<file path="config.mk">
export PLATFORM = sky130hd
export DESIGN_NAME = sdr_16_responder
export DESIGN_NICKNAME = d
export VERILOG_FILES = /design/src/rtl/sdr_16_pkg.sv /design/src/rtl/sdr_16_rd_pipe.sv /design/src/rtl/sdr_16_responder.sv
export SDC_FILE = /design/constraint.sdc
export NUM_CORES = 1
export LEC_CHECK = 0
export CAP_MARGIN = 20
export CORE_MARGIN = 2
export CORE_UTILIZATION = 29
export DETAILED_ROUTE_END_ITERATION = 16
export MAX_ROUTING_LAYER = met4
export SLEW_MARGIN = 0
export SYNTH_ARGS = -nofsm -noshare
export SYNTH_HDL_FRONTEND = slang
export SYNTH_SLANG_ARGS = --single-unit
</file>
<file path="constraint.sdc">
create_clock -name sdram_clk -period 4.74 [get_ports sdram_clk]
set_clock_uncertainty 0.15 [all_clocks]
set_input_delay 1.185 -clock sdram_clk [delete_from_list [all_inputs] [get_ports sdram_clk]]
set_output_delay 1.185 -clock sdram_clk [all_outputs]
set_load 0.03 [all_outputs]
</file>
<file path="src/rtl/sdr_16_pkg.sv">
// Shared definitions for the 16-bit SDR SDRAM responder.
//   - geometry constants (bank/row/column/data widths, memory address width)
//   - command encodings {ras_n,cas_n,we_n}, burst-engine states, error codes
//   - burst_col(): column of beat i inside a BL-aligned wrap block
package sdr_16_pkg;

  localparam int BA_SIZE   = 2;
  localparam int ROW_SIZE  = 13;
  localparam int COL_SIZE  = 9;
  localparam int DW        = 16;
  localparam int ADR_W     = BA_SIZE + ROW_SIZE + COL_SIZE;
  localparam int NUM_BANKS = 1 << BA_SIZE;
  localparam int AP_BIT    = 10;  // auto-precharge / precharge-all address bit

  typedef enum logic [2:0] {
    CMD_LMR  = 3'b000,
    CMD_RFR  = 3'b001,
    CMD_PCH  = 3'b010,
    CMD_ACT  = 3'b011,
    CMD_WR   = 3'b100,
    CMD_RD   = 3'b101,
    CMD_RSVD = 3'b110,  // burst-terminate on real parts; treated as nop here
    CMD_NOP  = 3'b111
  } cmd_t;

  typedef enum logic [2:0] {
    ERR_NONE        = 3'd0,
    ERR_MODE        = 3'd1,  // unsupported CL or BL code in LMR
    ERR_ACT_OPEN    = 3'd2,  // ACT to a bank that is already open
    ERR_RFR_OPEN    = 3'd3,  // refresh with a bank still open
    ERR_BANK_CLOSED = 3'd4,  // RD/WR to a closed bank
    ERR_NO_MODE     = 3'd5,  // RD/WR before any valid LMR
    ERR_LMR_BURST   = 3'd6   // LMR while a burst is running
  } err_t;

  typedef enum logic [1:0] {
    ST_IDLE,
    ST_WRITE,
    ST_READ
  } burst_state_t;

  localparam logic [2:0] CL_2 = 3'd2;
  localparam logic [2:0] CL_3 = 3'd3;
  localparam logic [2:0] BL_1 = 3'd0;
  localparam logic [2:0] BL_8 = 3'd3;

  // Low log2(BL) bits advance (sequential) or are XORed (interleaved);
  // the upper bits stay fixed so the burst wraps inside its aligned block.
  function automatic logic [COL_SIZE-1:0] burst_col(
    input logic [COL_SIZE-1:0] c,
    input logic [2:0]          i,
    input logic [1:0]          bl_code,
    input logic                bt
  );
    logic [COL_SIZE-1:0] mask;
    logic [COL_SIZE-1:0] off;
    mask = COL_SIZE'((4'd1 << bl_code) - 4'd1);
    off  = bt ? (c ^ COL_SIZE'(i)) : (c + COL_SIZE'(i));
    return (c & ~mask) | (off & mask);
  endfunction

endpackage

</file>
<file path="src/rtl/sdr_16_rd_pipe.sv">
// CAS-latency delay line for read data.
//   sdram_clk, sdram_rst : clock / synchronous active-high flush
//   cl3                  : 1 = take the registered stage (CL3), 0 = pass through (CL2)
//   in_valid, in_data    : memory read data, valid the cycle after the read strobe
//   out_valid, out_data  : dq_oe / dq_o; data is forced to 0 when not valid
module sdr_16_rd_pipe
  import sdr_16_pkg::*;
#(
  parameter int MAX_EXTRA = 1
) (
  input  logic          sdram_clk,
  input  logic          sdram_rst,
  input  logic          cl3,
  input  logic          in_valid,
  input  logic [DW-1:0] in_data,
  output logic          out_valid,
  output logic [DW-1:0] out_data
);

  logic          stage_valid_reg [MAX_EXTRA];
  logic [DW-1:0] stage_data_reg  [MAX_EXTRA];

  genvar gi;
  generate
    for (gi = 0; gi < MAX_EXTRA; gi++) begin : g_stage
      if (gi == 0) begin : g_first
        always_ff @(posedge sdram_clk) begin
          if (sdram_rst) begin
            stage_valid_reg[gi] <= 1'b0;
            stage_data_reg[gi]  <= '0;
          end else begin
            stage_valid_reg[gi] <= in_valid;
            stage_data_reg[gi]  <= in_data;
          end
        end
      end else begin : g_chain
        always_ff @(posedge sdram_clk) begin
          if (sdram_rst) begin
            stage_valid_reg[gi] <= 1'b0;
            stage_data_reg[gi]  <= '0;
          end else begin
            stage_valid_reg[gi] <= stage_valid_reg[gi-1];
            stage_data_reg[gi]  <= stage_data_reg[gi-1];
          end
        end
      end
    end
  endgenerate

  always_comb begin
    out_valid = cl3 ? stage_valid_reg[MAX_EXTRA-1] : in_valid;
    out_data  = '0;
    if (out_valid) out_data = cl3 ? stage_data_reg[MAX_EXTRA-1] : in_data;
  end

endmodule

</file>
<file path="src/rtl/sdr_16_responder.sv">
// Device-side responder for a 16-bit SDR SDRAM command interface.
//   sdram_clk, sdram_rst      : clock / synchronous active-high reset
//   ba, a, cmd                : command bus sampled every edge
//   dq_i                      : write data (with WR and each following beat)
//   dq_o, dq_oe               : read data returned CL cycles after RD
//   mem_adr/we/re/wdata/rdata : synchronous backing memory, address {ba,row,col}
//   mode_valid                : a valid LMR has been received
//   err, err_code             : sticky protocol error and its first cause
module sdr_16_responder
  import sdr_16_pkg::*;
(
  input  logic                sdram_clk,
  input  logic                sdram_rst,
  input  logic [BA_SIZE-1:0]  ba,
  input  logic [ROW_SIZE-1:0] a,
  input  logic [2:0]          cmd,
  input  logic [DW-1:0]       dq_i,
  output logic [DW-1:0]       dq_o,
  output logic                dq_oe,
  output logic [ADR_W-1:0]    mem_adr,
  output logic                mem_we,
  output logic                mem_re,
  output logic [DW-1:0]       mem_wdata,
  input  logic [DW-1:0]       mem_rdata,
  output logic                mode_valid,
  output logic                err,
  output logic [2:0]          err_code
);

  cmd_t cmd_dec;
  assign cmd_dec = cmd_t'(cmd);

  logic                bank_open_reg [NUM_BANKS];
  logic [ROW_SIZE-1:0] bank_row_reg  [NUM_BANKS];
  logic                any_open;

  logic       mode_valid_reg, cl3_reg, bt_reg;
  logic [1:0] bl_code_reg;
  logic [2:0] bl_last;
  logic       lmr_ok;

  burst_state_t        state_reg, state_next;
  logic [2:0]          cnt_reg, cnt_next;
  logic [BA_SIZE-1:0]  bst_bank_reg, bst_bank_next;
  logic [ROW_SIZE-1:0] bst_row_reg, bst_row_next;
  logic [COL_SIZE-1:0] bst_col_reg, bst_col_next;
  logic                bst_ap_reg, bst_ap_next;

  logic                beat_go, beat_wr, ap_close;
  logic [BA_SIZE-1:0]  beat_bank;
  logic [ROW_SIZE-1:0] beat_row;
  logic [COL_SIZE-1:0] beat_col_w;

  logic            is_rdwr, rdwr_ok, pch_hit;
  logic            err_hit;
  err_t            err_cause;
  logic            err_reg;
  err_t            err_code_reg;
  logic            mem_we_reg, mem_re_reg, re_d1_reg;
  logic [ADR_W-1:0] mem_adr_reg;
  logic [DW-1:0]   mem_wdata_reg;

  assign bl_last = 3'((4'd1 << bl_code_reg) - 4'd1);
  assign lmr_ok  = (a[6:4] == CL_2 || a[6:4] == CL_3) && (a[2:0] <= BL_8);
  assign is_rdwr = (cmd_dec == CMD_RD) || (cmd_dec == CMD_WR);
  assign rdwr_ok = is_rdwr && bank_open_reg[ba] && mode_valid_reg;
  assign pch_hit = (cmd_dec == CMD_PCH) && (a[AP_BIT] || ba == bst_bank_reg);

  always_comb begin
    any_open = 1'b0;
    for (int b = 0; b < NUM_BANKS; b++) any_open = any_open | bank_open_reg[b];
  end

  // Burst engine: the start edge issues beat 0 itself, so the counter holds
  // the index of the beat to issue on the following edge.
  always_comb begin
    state_next    = state_reg;
    cnt_next      = cnt_reg;
    bst_bank_next = bst_bank_reg;
    bst_row_next  = bst_row_reg;
    bst_col_next  = bst_col_reg;
    bst_ap_next   = bst_ap_reg;
    beat_go       = 1'b0;
    beat_wr       = (state_reg == ST_WRITE);
    ap_close      = 1'b0;
    beat_bank     = bst_bank_reg;
    beat_row      = bst_row_reg;
    beat_col_w    = burst_col(bst_col_reg, cnt_reg, bl_code_reg, bt_reg);
    if (rdwr_ok) begin
      bst_bank_next = ba;
      bst_row_next  = bank_row_reg[ba];
      bst_col_next  = a[COL_SIZE-1:0];
      bst_ap_next   = a[AP_BIT];
      beat_go       = 1'b1;
      beat_wr       = (cmd_dec == CMD_WR);
      beat_bank     = ba;
      beat_row      = bank_row_reg[ba];
      beat_col_w    = a[COL_SIZE-1:0];
      cnt_next      = 3'd1;
      if ({1'b0, bl_code_reg} == BL_1) begin
        state_next = ST_IDLE;
        ap_close   = a[AP_BIT];
      end else begin
        state_next = (cmd_dec == CMD_WR) ? ST_WRITE : ST_READ;
      end
    end else if (state_reg != ST_IDLE) begin
      if (is_rdwr) begin
        state_next = ST_IDLE;  // rejected RD/WR still cuts the running burst
      end else begin
        beat_go = 1'b1;
        if (cnt_reg == bl_last) begin
          state_next = ST_IDLE;
          ap_close   = bst_ap_reg;
        end else begin
          cnt_next = cnt_reg + 3'd1;
        end
        if (pch_hit) state_next = ST_IDLE;
      end
    end
  end

  always_comb begin
    err_hit   = 1'b0;
    err_cause = ERR_NONE;
    case (cmd_dec)
      CMD_LMR: begin
        if (state_reg != ST_IDLE) begin
          err_hit = 1'b1; err_cause = ERR_LMR_BURST;
        end else if (!lmr_ok) begin
          err_hit = 1'b1; err_cause = ERR_MODE;
        end
      end
      CMD_ACT: if (bank_open_reg[ba]) begin
        err_hit = 1'b1; err_cause = ERR_ACT_OPEN;
      end
      CMD_RFR: if (any_open) begin
        err_hit = 1'b1; err_cause = ERR_RFR_OPEN;
      end
      CMD_RD, CMD_WR: begin
        if (!bank_open_reg[ba]) begin
          err_hit = 1'b1; err_cause = ERR_BANK_CLOSED;
        end else if (!mode_valid_reg) begin
          err_hit = 1'b1; err_cause = ERR_NO_MODE;
        end
      end
      default: ;
    endcase
  end

  always_ff @(posedge sdram_clk) begin
    if (sdram_rst) begin
      for (int b = 0; b < NUM_BANKS; b++) begin
        bank_open_reg[b] <= 1'b0;
        bank_row_reg[b]  <= '0;
      end
    end else begin
      for (int b = 0; b < NUM_BANKS; b++) begin
        if (ap_close && beat_bank == BA_SIZE'(b)) begin
          bank_open_reg[b] <= 1'b0;
        end else if (cmd_dec == CMD_PCH && (a[AP_BIT] || ba == BA_SIZE'(b))) begin
          bank_open_reg[b] <= 1'b0;
        end else if (cmd_dec == CMD_ACT && ba == BA_SIZE'(b) && !bank_open_reg[b]) begin
          bank_open_reg[b] <= 1'b1;
          bank_row_reg[b]  <= a;
        end
      end
    end
  end

  always_ff @(posedge sdram_clk) begin
    if (sdram_rst) begin
      state_reg      <= ST_IDLE;
      cnt_reg        <= 3'd0;
      bst_bank_reg   <= '0;
      bst_row_reg    <= '0;
      bst_col_reg    <= '0;
      bst_ap_reg     <= 1'b0;
      mode_valid_reg <= 1'b0;
      cl3_reg        <= 1'b0;
      bt_reg         <= 1'b0;
      bl_code_reg    <= 2'd0;
      err_reg        <= 1'b0;
      err_code_reg   <= ERR_NONE;
      mem_we_reg     <= 1'b0;
      mem_re_reg     <= 1'b0;
      mem_adr_reg    <= '0;
      mem_wdata_reg  <= '0;
      re_d1_reg      <= 1'b0;
    end else begin
      state_reg    <= state_next;
      cnt_reg      <= cnt_next;
      bst_bank_reg <= bst_bank_next;
      bst_row_reg  <= bst_row_next;
      bst_col_reg  <= bst_col_next;
      bst_ap_reg   <= bst_ap_next;
      if (cmd_dec == CMD_LMR && state_reg == ST_IDLE && lmr_ok) begin
        mode_valid_reg <= 1'b1;
        cl3_reg        <= (a[6:4] == CL_3);
        bt_reg         <= a[3];
        bl_code_reg    <= a[1:0];
      end
      if (err_hit && !err_reg) begin
        err_reg      <= 1'b1;
        err_code_reg <= err_cause;
      end
      mem_we_reg <= beat_go && beat_wr;
      mem_re_reg <= beat_go && !beat_wr;
      if (beat_go) mem_adr_reg <= {beat_bank, beat_row, beat_col_w};
      if (beat_go && beat_wr) mem_wdata_reg <= dq_i;
      re_d1_reg <= mem_re_reg;  // aligns with mem_rdata
    end
  end

  sdr_16_rd_pipe #(.MAX_EXTRA(1)) u_rd_pipe (
    .sdram_clk (sdram_clk),
    .sdram_rst (sdram_rst),
    .cl3       (cl3_reg),
    .in_valid  (re_d1_reg),
    .in_data   (mem_rdata),
    .out_valid (dq_oe),
    .out_data  (dq_o)
  );

  assign mem_adr    = mem_adr_reg;
  assign mem_we     = mem_we_reg;
  assign mem_re     = mem_re_reg;
  assign mem_wdata  = mem_wdata_reg;
  assign mode_valid = mode_valid_reg;
  assign err        = err_reg;
  assign err_code   = err_code_reg;

endmodule

</file>
==> flow_results.xml, run 1 <==
<?xml version="1.0" encoding="UTF-8"?>
<metrics>
  <group name="power_and_ir_drop">
    <metric name="post-layout-total-power" unit="mW">3.04</metric>
    <metric name="irDropWorstVdd" unit="uV">196</metric>
    <metric name="switching_share" unit="%">22.2</metric>
    <metric name="fraction_of_power_consumed_by_sequential_logic" unit="%">46.7</metric>
    <metric name="combinational_group_share_of_total_power" unit="%">6.0</metric>
    <metric name="p_switching" unit="mW">0.673</metric>
    <metric name="leakage_component_of_the_power" unit="nW">3.27</metric>
    <metric name="cellPowerDensity" unit="nW/um^2">329</metric>
    <metric name="power.internal" unit="mW">2.36</metric>
    <metric name="clock_power_share" unit="%">47.2</metric>
  </group>
  <group name="clock_tree">
    <metric name="clkSlewWorstSetupHoldPaths" unit="ns">0.07</metric>
    <metric name="cts-root-to-sink-buffers" unit="">2</metric>
    <metric name="h-tree-depth" unit="">4</metric>
    <metric name="ctsResizeCount" unit="">0</metric>
    <metric name="cts_tree" unit="">done</metric>
    <metric name="clock_sinks" unit="">155</metric>
    <metric name="hold_buffers" unit="">0</metric>
    <metric name="total_cts_buffers" unit="">17</metric>
    <metric name="cts-root-buf" unit="">sky130_fd_sc_hd__clkbuf_16</metric>
    <metric name="postCtsSetupBuffers" unit="">0</metric>
    <metric name="clock_insertion_delay_worst_skew" unit="ns">0.42</metric>
  </group>
  <group name="critical_path">
    <metric name="r2r-start" unit="">bl_code_reg[0]$_SDFFE_PP0P_</metric>
    <metric name="kind_of_start_point_of_the_critical_path" unit="">input port</metric>
    <metric name="worst-endpoint-arrival" unit="ns">2.53</metric>
    <metric name="critical_path.most_common_cell" unit="">sky130_fd_sc_hd__clkdlybuf4s50_1</metric>
    <metric name="crit_start" unit="">mem_rdata[1]</metric>
    <metric name="required_time_of_the_critical_path" unit="ns">3.40</metric>
    <metric name="timing.setup.critical_path_class" unit="">in -&gt; out</metric>
    <metric name="crit_path_end_kind" unit="">output pin</metric>
    <metric name="path_max_fanout" unit="">2</metric>
    <metric name="slowest_stage" unit="">sky130_fd_sc_hd__clkdlybuf4s50_1</metric>
    <metric name="path_cells" unit="">clkdlybuf4s50_1 &gt; mux2i_1 &gt; nor2_1 &gt; clkdlybuf4s50_1</metric>
    <metric name="cpPeakStageDelay" unit="ns">0.69</metric>
  </group>
  <group name="layout">
    <metric name="layout.nets" unit="">855</metric>
    <metric name="diodes" unit="">0</metric>
    <metric name="area_growth_syn_to_layout" unit="%">30.5</metric>
    <metric name="drive_above_1_share" unit="%">12.7</metric>
    <metric name="non_filler_instances" unit="">1134</metric>
    <metric name="largest_register_ffs" unit="">52</metric>
    <metric name="final.fill_count" unit="">2444</metric>
    <metric name="finalCoreUtilization" unit="%">38.3</metric>
  </group>
  <group name="floorplanning">
    <metric name="fp.coreArea" unit="sq um">24100</metric>
    <metric name="top_level_ports" unit="">116</metric>
    <metric name="die_y" unit="um">160</metric>
    <metric name="fp.dieArea" unit="sq um">25600</metric>
    <metric name="die_w" unit="um">160</metric>
    <metric name="std_cell_rows" unit="">57</metric>
    <metric name="initial_core_util" unit="%">29.3</metric>
  </group>
  <group name="timing">
    <metric name="timing.max_slew.rel_slack" unit="%">55.3</metric>
    <metric name="rsz0062_at_grt" unit="">no</metric>
    <metric name="fin_hold_ws" unit="ns">0.298</metric>
    <metric name="finalSetupViolations" unit="">0</metric>
    <metric name="final_hold_viols" unit="">0</metric>
    <metric name="timing.final.max_slew_violations" unit="">0</metric>
    <metric name="fin_crit_sh" unit="%">81.5</metric>
    <metric name="finalWorstPathRequiredPeriod" unit="ns">3.87</metric>
    <metric name="tightestPinTransition" unit="ns">0.671</metric>
    <metric name="timing.fmax" unit="MHz">259</metric>
    <metric name="finalSetupTns" unit="ns">0</metric>
  </group>
  <group name="drt">
    <metric name="drt_iter0_drc" unit="">432</metric>
    <metric name="antenna_left" unit="">0</metric>
    <metric name="route.detailed.drc" unit="">0</metric>
    <metric name="wirelength" unit="um">18100</metric>
    <metric name="dr_total_vias" unit="">5461</metric>
    <metric name="dr.pass1.iters" unit="">4</metric>
    <metric name="routed_via_density" unit="">4.82</metric>
    <metric name="wire_per_inst" unit="um">16.0</metric>
  </group>
  <group name="grt">
    <metric name="antenna_found_initial" unit="">0</metric>
    <metric name="pin_count_of_the_biggest_net_entering_global_routing" unit="">62</metric>
    <metric name="grt_remaining_overflow" unit="">0</metric>
    <metric name="number_of_global_route_vias_before_repair" unit="">5175</metric>
    <metric name="grt_use_total" unit="%">14.7</metric>
    <metric name="grt_pass1_wl" unit="um">29100</metric>
  </group>
  <group name="synthesis">
    <metric name="synth_enable_flop_cells" unit="">56</metric>
    <metric name="yosys-top-cells-count" unit="">99 x sky130_fd_sc_hd__dfxtp_1, 98 x sky130_fd_sc_hd__nand2_1, 63 x sky130_fd_sc_hd__nor2_1, 61 x sky130_fd_sc_hd__a21oi_1, 56 x sky130_fd_sc_hd__edfxtp_1</metric>
    <metric name="synth_top_cells_by_area" unit="">sky130_fd_sc_hd__dfxtp_1 28%, sky130_fd_sc_hd__edfxtp_1 24%, sky130_fd_sc_hd__mux2i_1 5.9%</metric>
    <metric name="post_synth_instance_area" unit="sq um">7070</metric>
    <metric name="syn_inst_count" unit="">691</metric>
    <metric name="yosys.area.top_type_share" unit="%">28.0</metric>
    <metric name="synth.net_count" unit="">749</metric>
    <metric name="yosysWarnings" unit="">0</metric>
    <metric name="synth_top_area_cell" unit="">sky130_fd_sc_hd__dfxtp_1</metric>
    <metric name="synth_most_common_cell" unit="">sky130_fd_sc_hd__dfxtp_1</metric>
    <metric name="yosys_register_bits" unit="">155</metric>
    <metric name="yosysUniqueCellTypes" unit="">59</metric>
    <metric name="synth.yosys.seq_area_share" unit="%">51.8</metric>
    <metric name="syn-mean-instance-area" unit="sq um">10.2</metric>
    <metric name="synth-async-reset-ratio" unit="%">0</metric>
    <metric name="synth_flop_cell" unit="">sky130_fd_sc_hd__dfxtp_1</metric>
  </group>
  <group name="min_path">
    <metric name="hp-start" unit="">bst_row_reg[3]$_SDFF_PP0_</metric>
    <metric name="holdCritPathClass" unit="">reg -&gt; reg</metric>
  </group>
  <group name="placed_design">
    <metric name="dp_hpwl" unit="um">12900</metric>
    <metric name="placement.io_buffers" unit="">115</metric>
    <metric name="placedCellCount" unit="">1102</metric>
    <metric name="globalplace.congestion" unit="">0.832</metric>
  </group>
  <group name="flow_run">
    <metric name="maxCapViolCount" unit="">0</metric>
  </group>
  <group name="status">
    <metric name="outcome" unit="">finished, final reports clean</metric>
  </group>
</metrics>
worst max-delay path: cells and delay by family:
kind / cells / cell delay, ns
buffers and inverters: 2 / 1.16
muxes: 1 / 0.06
and+or+nand+nor: 1 / 0.13
placed cells by master (no fill, tap or decap), types with 4 or more instances in the layout:
cell,n
sky130_fd_sc_hd__clkdlybuf4s50_1,114
sky130_fd_sc_hd__dfxtp_1,99
sky130_fd_sc_hd__nand2_1,98
sky130_fd_sc_hd__nor2_1,61
sky130_fd_sc_hd__a21oi_1,61
sky130_fd_sc_hd__edfxtp_1,56
sky130_fd_sc_hd__mux2i_1,42
sky130_fd_sc_hd__nor3_1,27
sky130_fd_sc_hd__nor2b_1,25
sky130_fd_sc_hd__buf_4,25
sky130_fd_sc_hd__a211oi_1,22
sky130_fd_sc_hd__clkbuf_16,19
sky130_fd_sc_hd__mux2_2,18
sky130_fd_sc_hd__mux4_2,13
sky130_fd_sc_hd__inv_1,12
sky130_fd_sc_hd__nand3_1,10
sky130_fd_sc_hd__a31oi_1,8
sky130_fd_sc_hd__xnor2_1,7
sky130_fd_sc_hd__o21ai_0,7
sky130_fd_sc_hd__nor3b_1,7
sky130_fd_sc_hd__or3_1,6
sky130_fd_sc_hd__ha_1,5
sky130_fd_sc_hd__or4_1,4
layout make-up:
cell class | instances | area (sq um) | share of cell area [%]
sequential | 155 | 3660 | 39.7
multi-input combinational | 472 | 3150 | 34.2
tap | 324 | 405 | 4.39
clock inverter | 11 | 126 | 1.37
inverter | 12 | 45.0 | 0.488
clock buffer | 21 | 503 | 5.45
timing repair buffer | 139 | 1330 | 14.4
worst paths after layout:
kind / endpoint / slack, ns / depth (start not counted)
setup / recovery: dq_o[1] / 0.87 / 4
hold / removal: bst_row_reg[3]$_SDFF_PP0_ / 0.30 / 2
setup reg to reg: bank_row_reg[3][6]$_SDFFCE_PN0P_ / 1.51 / 9
hold reg to reg: bst_row_reg[3]$_SDFF_PP0_ / 0.30 / 2
kinds of logic after synthesis:
kind of cell	after synthesis	synth area share, %
xor gates and xnor gates	9	1.12
muxes	73	13.0
AOI/OAI and AO/OA	129	12.3
DFF	155	51.8
buffers and inverters	64	3.72
and+or+nand+nor	255	16.9
adders and majority gates	6	1.17
power by group through the flow:
stage	combinational (mW)	clock, mW	sequential (mW)
floorplan	0.0961	0	1.45
global placement	0.182	0	1.45
detailed placement	0.184	0	1.45
CTS	0.184	1.46	1.42
global route	0.197	1.52	1.42
finish	0.182	1.43	1.42
metrics by stage:
| stage | cell area (sq um) | setup slack, ns |
|---|---|---|
| floorplan | 7070 | 0.794 |
| global placement | 8600 | 0.598 |
| CTS | 9230 | 0.872 |
| detailed placement | 8600 | 0.585 |
| global route | 9230 | 0.795 |
| finish | 9230 | 0.875 |
routing by layer:
metal / up-vias / track usage [%] / part of all wire [%]
met5: - / - / 0
met4: 0 / 3.52 / 1.1
met3: 12 / 3.40 / 5.8
met2: 138 / 22.2 / 46
met1: 2612 / 20.2 / 47
li1: 2699 / - / -
(Power assumes the default switching activity.)
==> inputs of run 2 (changes only) <==
clock period = 3.4 ns   (was 4.74 ns; I/O delays follow)
==> run 2 against run 1 <==
- count of clock-buffer cells in the layout is 3 lower
- highest routed layer unchanged
- critical path type unchanged
- sequential power rose by 39%
- global-route usage up 0.39 points
- largest cell class unchanged
==> flow_results.xml, run 2 (synthesis gave the netlist of run 1 again) <==
<?xml version="1.0" encoding="UTF-8"?>
<metrics>
  <group name="clock_tree">
    <metric name="cts-root-buf" unit="">sky130_fd_sc_hd__clkbuf_16</metric>
    <metric name="cts-root-to-sink-buffers" unit="">2</metric>
    <metric name="h-tree-depth" unit="">4</metric>
    <metric name="ctsResizeCount" unit="">0</metric>
    <metric name="clkSlewWorstSetupHoldPaths" unit="ns">0.06</metric>
    <metric name="total_cts_buffers" unit="">17</metric>
    <metric name="cts_tree" unit="">done</metric>
    <metric name="clock_sinks" unit="">155</metric>
    <metric name="hold_buffers" unit="">0</metric>
    <metric name="postCtsSetupBuffers" unit="">0</metric>
    <metric name="clock_insertion_delay_worst_skew" unit="ns">0.42</metric>
  </group>
  <group name="critical_path">
    <metric name="critPathTopFamily" unit="">buffers and inverters</metric>
    <metric name="path_cells" unit="">clkdlybuf4s50_1 &gt; mux2i_1 &gt; nor2_1 &gt; clkdlybuf4s50_1</metric>
    <metric name="r2r-start" unit="">bl_code_reg[1]$_SDFFE_PP0P_</metric>
    <metric name="kind_of_start_point_of_the_critical_path" unit="">input port</metric>
    <metric name="critical_path.most_common_cell" unit="">sky130_fd_sc_hd__clkdlybuf4s50_1</metric>
    <metric name="required_time_of_the_critical_path" unit="ns">2.40</metric>
    <metric name="rrSetupSlack" unit="ns">0.44</metric>
    <metric name="r2r.worst_path.cells" unit="">8</metric>
    <metric name="worst-endpoint-arrival" unit="ns">2.19</metric>
    <metric name="crit_path_end_kind" unit="">output pin</metric>
    <metric name="r2r-end" unit="">bank_open_reg[1]$_SDFFCE_PN0P_</metric>
    <metric name="slowest_stage" unit="">sky130_fd_sc_hd__clkdlybuf4s50_1</metric>
    <metric name="crit_buf_inv" unit="">2</metric>
    <metric name="cpPeakStageDelay" unit="ns">0.69</metric>
    <metric name="path_max_fanout" unit="">2</metric>
    <metric name="timing.setup.critical_path_class" unit="">in -&gt; out</metric>
  </group>
  <group name="placed_design">
    <metric name="dp_hpwl" unit="um">13400</metric>
    <metric name="placement.io_buffers" unit="">115</metric>
    <metric name="place_ws" unit="ns">-0.0518</metric>
    <metric name="globalplace.congestion" unit="">0.848</metric>
  </group>
  <group name="min_path">
    <metric name="depth_of_the_worst_hold_timing_path" unit="">2</metric>
    <metric name="holdPathEnd" unit="">bst_ap_reg$_SDFFE_PP0P_</metric>
    <metric name="hp-start" unit="">bst_ap_reg$_SDFFE_PP0P_</metric>
    <metric name="holdCritPathClass" unit="">reg -&gt; reg</metric>
  </group>
  <group name="drt">
    <metric name="drt_iter0_drc" unit="">412</metric>
    <metric name="met2_length" unit="um">8490</metric>
    <metric name="antenna_left" unit="">0</metric>
    <metric name="dr_total_vias" unit="">5563</metric>
    <metric name="wire_per_inst" unit="um">16.1</metric>
    <metric name="wirelength" unit="um">18700</metric>
    <metric name="routed_via_density" unit="">4.78</metric>
    <metric name="max_layer_used" unit="">met4</metric>
    <metric name="wl_met1" unit="um">9030</metric>
    <metric name="dr.pass1.iters" unit="">5</metric>
    <metric name="met3WireLength" unit="um">950</metric>
    <metric name="route.detailed.drc" unit="">0</metric>
  </group>
  <group name="grt">
    <metric name="pin_count_of_the_biggest_net_entering_global_routing" unit="">59</metric>
    <metric name="grt_remaining_overflow" unit="">0</metric>
    <metric name="grt_pass1_wl" unit="um">29900</metric>
    <metric name="grt_use_total" unit="%">15.1</metric>
    <metric name="number_of_global_route_vias_before_repair" unit="">5357</metric>
    <metric name="antenna_found_initial" unit="">0</metric>
  </group>
  <group name="timing">
    <metric name="timing.fmax" unit="MHz">313</metric>
    <metric name="tightestPinTransition" unit="ns">0.702</metric>
    <metric name="final_hold_viols" unit="">0</metric>
    <metric name="fin_crit_sh" unit="%">93.8</metric>
    <metric name="timing.max_slew.rel_slack" unit="%">53.1</metric>
    <metric name="finalSetupViolations" unit="">0</metric>
    <metric name="finalWorstPathRequiredPeriod" unit="ns">3.19</metric>
    <metric name="final.setup.worst_slack" unit="ns">0.209</metric>
    <metric name="fin_hold_ws" unit="ns">0.298</metric>
    <metric name="timing.final.max_slew_violations" unit="">0</metric>
    <metric name="finalSetupTns" unit="ns">0</metric>
    <metric name="rsz0062_at_grt" unit="">no</metric>
  </group>
  <group name="power_and_ir_drop">
    <metric name="cellPowerDensity" unit="nW/um^2">432</metric>
    <metric name="post-layout-total-power" unit="mW">4.09</metric>
    <metric name="leakage_component_of_the_power" unit="nW">3.41</metric>
    <metric name="irDropWorstVdd" unit="uV">301</metric>
  </group>
  <group name="flow_run">
    <metric name="maxCapViolCount" unit="">0</metric>
  </group>
  <group name="floorplanning">
    <metric name="initial_core_util" unit="%">29.3</metric>
    <metric name="die_y" unit="um">160</metric>
    <metric name="std_cell_rows" unit="">57</metric>
    <metric name="fp.dieArea" unit="sq um">25600</metric>
    <metric name="top_level_ports" unit="">116</metric>
    <metric name="fp.coreArea" unit="sq um">24100</metric>
    <metric name="die_w" unit="um">160</metric>
  </group>
  <group name="layout">
    <metric name="multiInputGateArea" unit="sq um">3170</metric>
    <metric name="finalCoreUtilization" unit="%">39.3</metric>
    <metric name="layout_commonest_cell" unit="">sky130_fd_sc_hd__clkdlybuf4s50_1</metric>
    <metric name="layout.nets" unit="">884</metric>
    <metric name="drive_above_1_share" unit="%">15.7</metric>
    <metric name="final.fill_count" unit="">2386</metric>
    <metric name="area_growth_syn_to_layout" unit="%">34.0</metric>
    <metric name="largest_register_ffs" unit="">52</metric>
    <metric name="reg_area" unit="sq um">3660</metric>
    <metric name="layout.cells.most_common_list" unit="">114 x sky130_fd_sc_hd__clkdlybuf4s50_1, 99 x sky130_fd_sc_hd__dfxtp_1, 98 x sky130_fd_sc_hd__nand2_1</metric>
    <metric name="diodes" unit="">0</metric>
  </group>
  <group name="status">
    <metric name="outcome" unit="">finished, final reports clean</metric>
  </group>
</metrics>
## run 2: worst min-delay path, delay by kind of cell, from the launching register on
family | cells | cell delay [ns]
and+or+nand+nor | 1 | 0.05
AOI/OAI and AO/OA | 1 | 0.05
DFF | 1 | 0.31
## run 2: worst max path at each step
stage                       from                               end  depth (start not counted)
floorplan                 cmd[1]  bank_row_reg[2][0]$_SDFFCE_PN0P_                          8
global placement          cmd[2]    bank_open_reg[1]$_SDFFCE_PN0P_                          7
detailed placement         ba[1]    bank_open_reg[1]$_SDFFCE_PN0P_                          7
CTS                 mem_rdata[6]                           dq_o[6]                          4
global route        mem_rdata[1]                           dq_o[1]                          4
finish              mem_rdata[6]                           dq_o[6]                          4
## run 2: power breakdown
| group | total, mW | internal [mW] | leakage, nW | switching [mW] |
|---|---|---|---|---|
| combinational | 0.272 | 0.132 | 1.75 | 0.140 |
| clock | 1.84 | 1.03 | 0.277 | 0.817 |
| sequential | 1.98 | 1.96 | 1.38 | 0.0189 |
## run 2: area by class of cell
cell class	count	area share (%)
Inverter	12	0.476
Multi-Input combinational cell	472	33.4
Timing Repair Buffer	168	17.1
Sequential cell	155	38.7
Tap cell	324	4.28
Clock inverter	14	1.48
Clock buffer	18	4.53
## run 2: layer usage
metal / up-vias / track usage (%)
met5: - / -
li1: 2759 / -
met2: 143 / 22.2
met1: 2644 / 21.0
met4: 0 / 4.95
met3: 17 / 3.06
## run 2: stage by stage
stage | cell area, sq um | instances
floorplan | 7080 | 691
global placement | 8900 | 1131
detailed placement | 8900 | 1131
CTS | 9470 | 1163
global route | 9470 | 1163
finish | 9470 | 1163
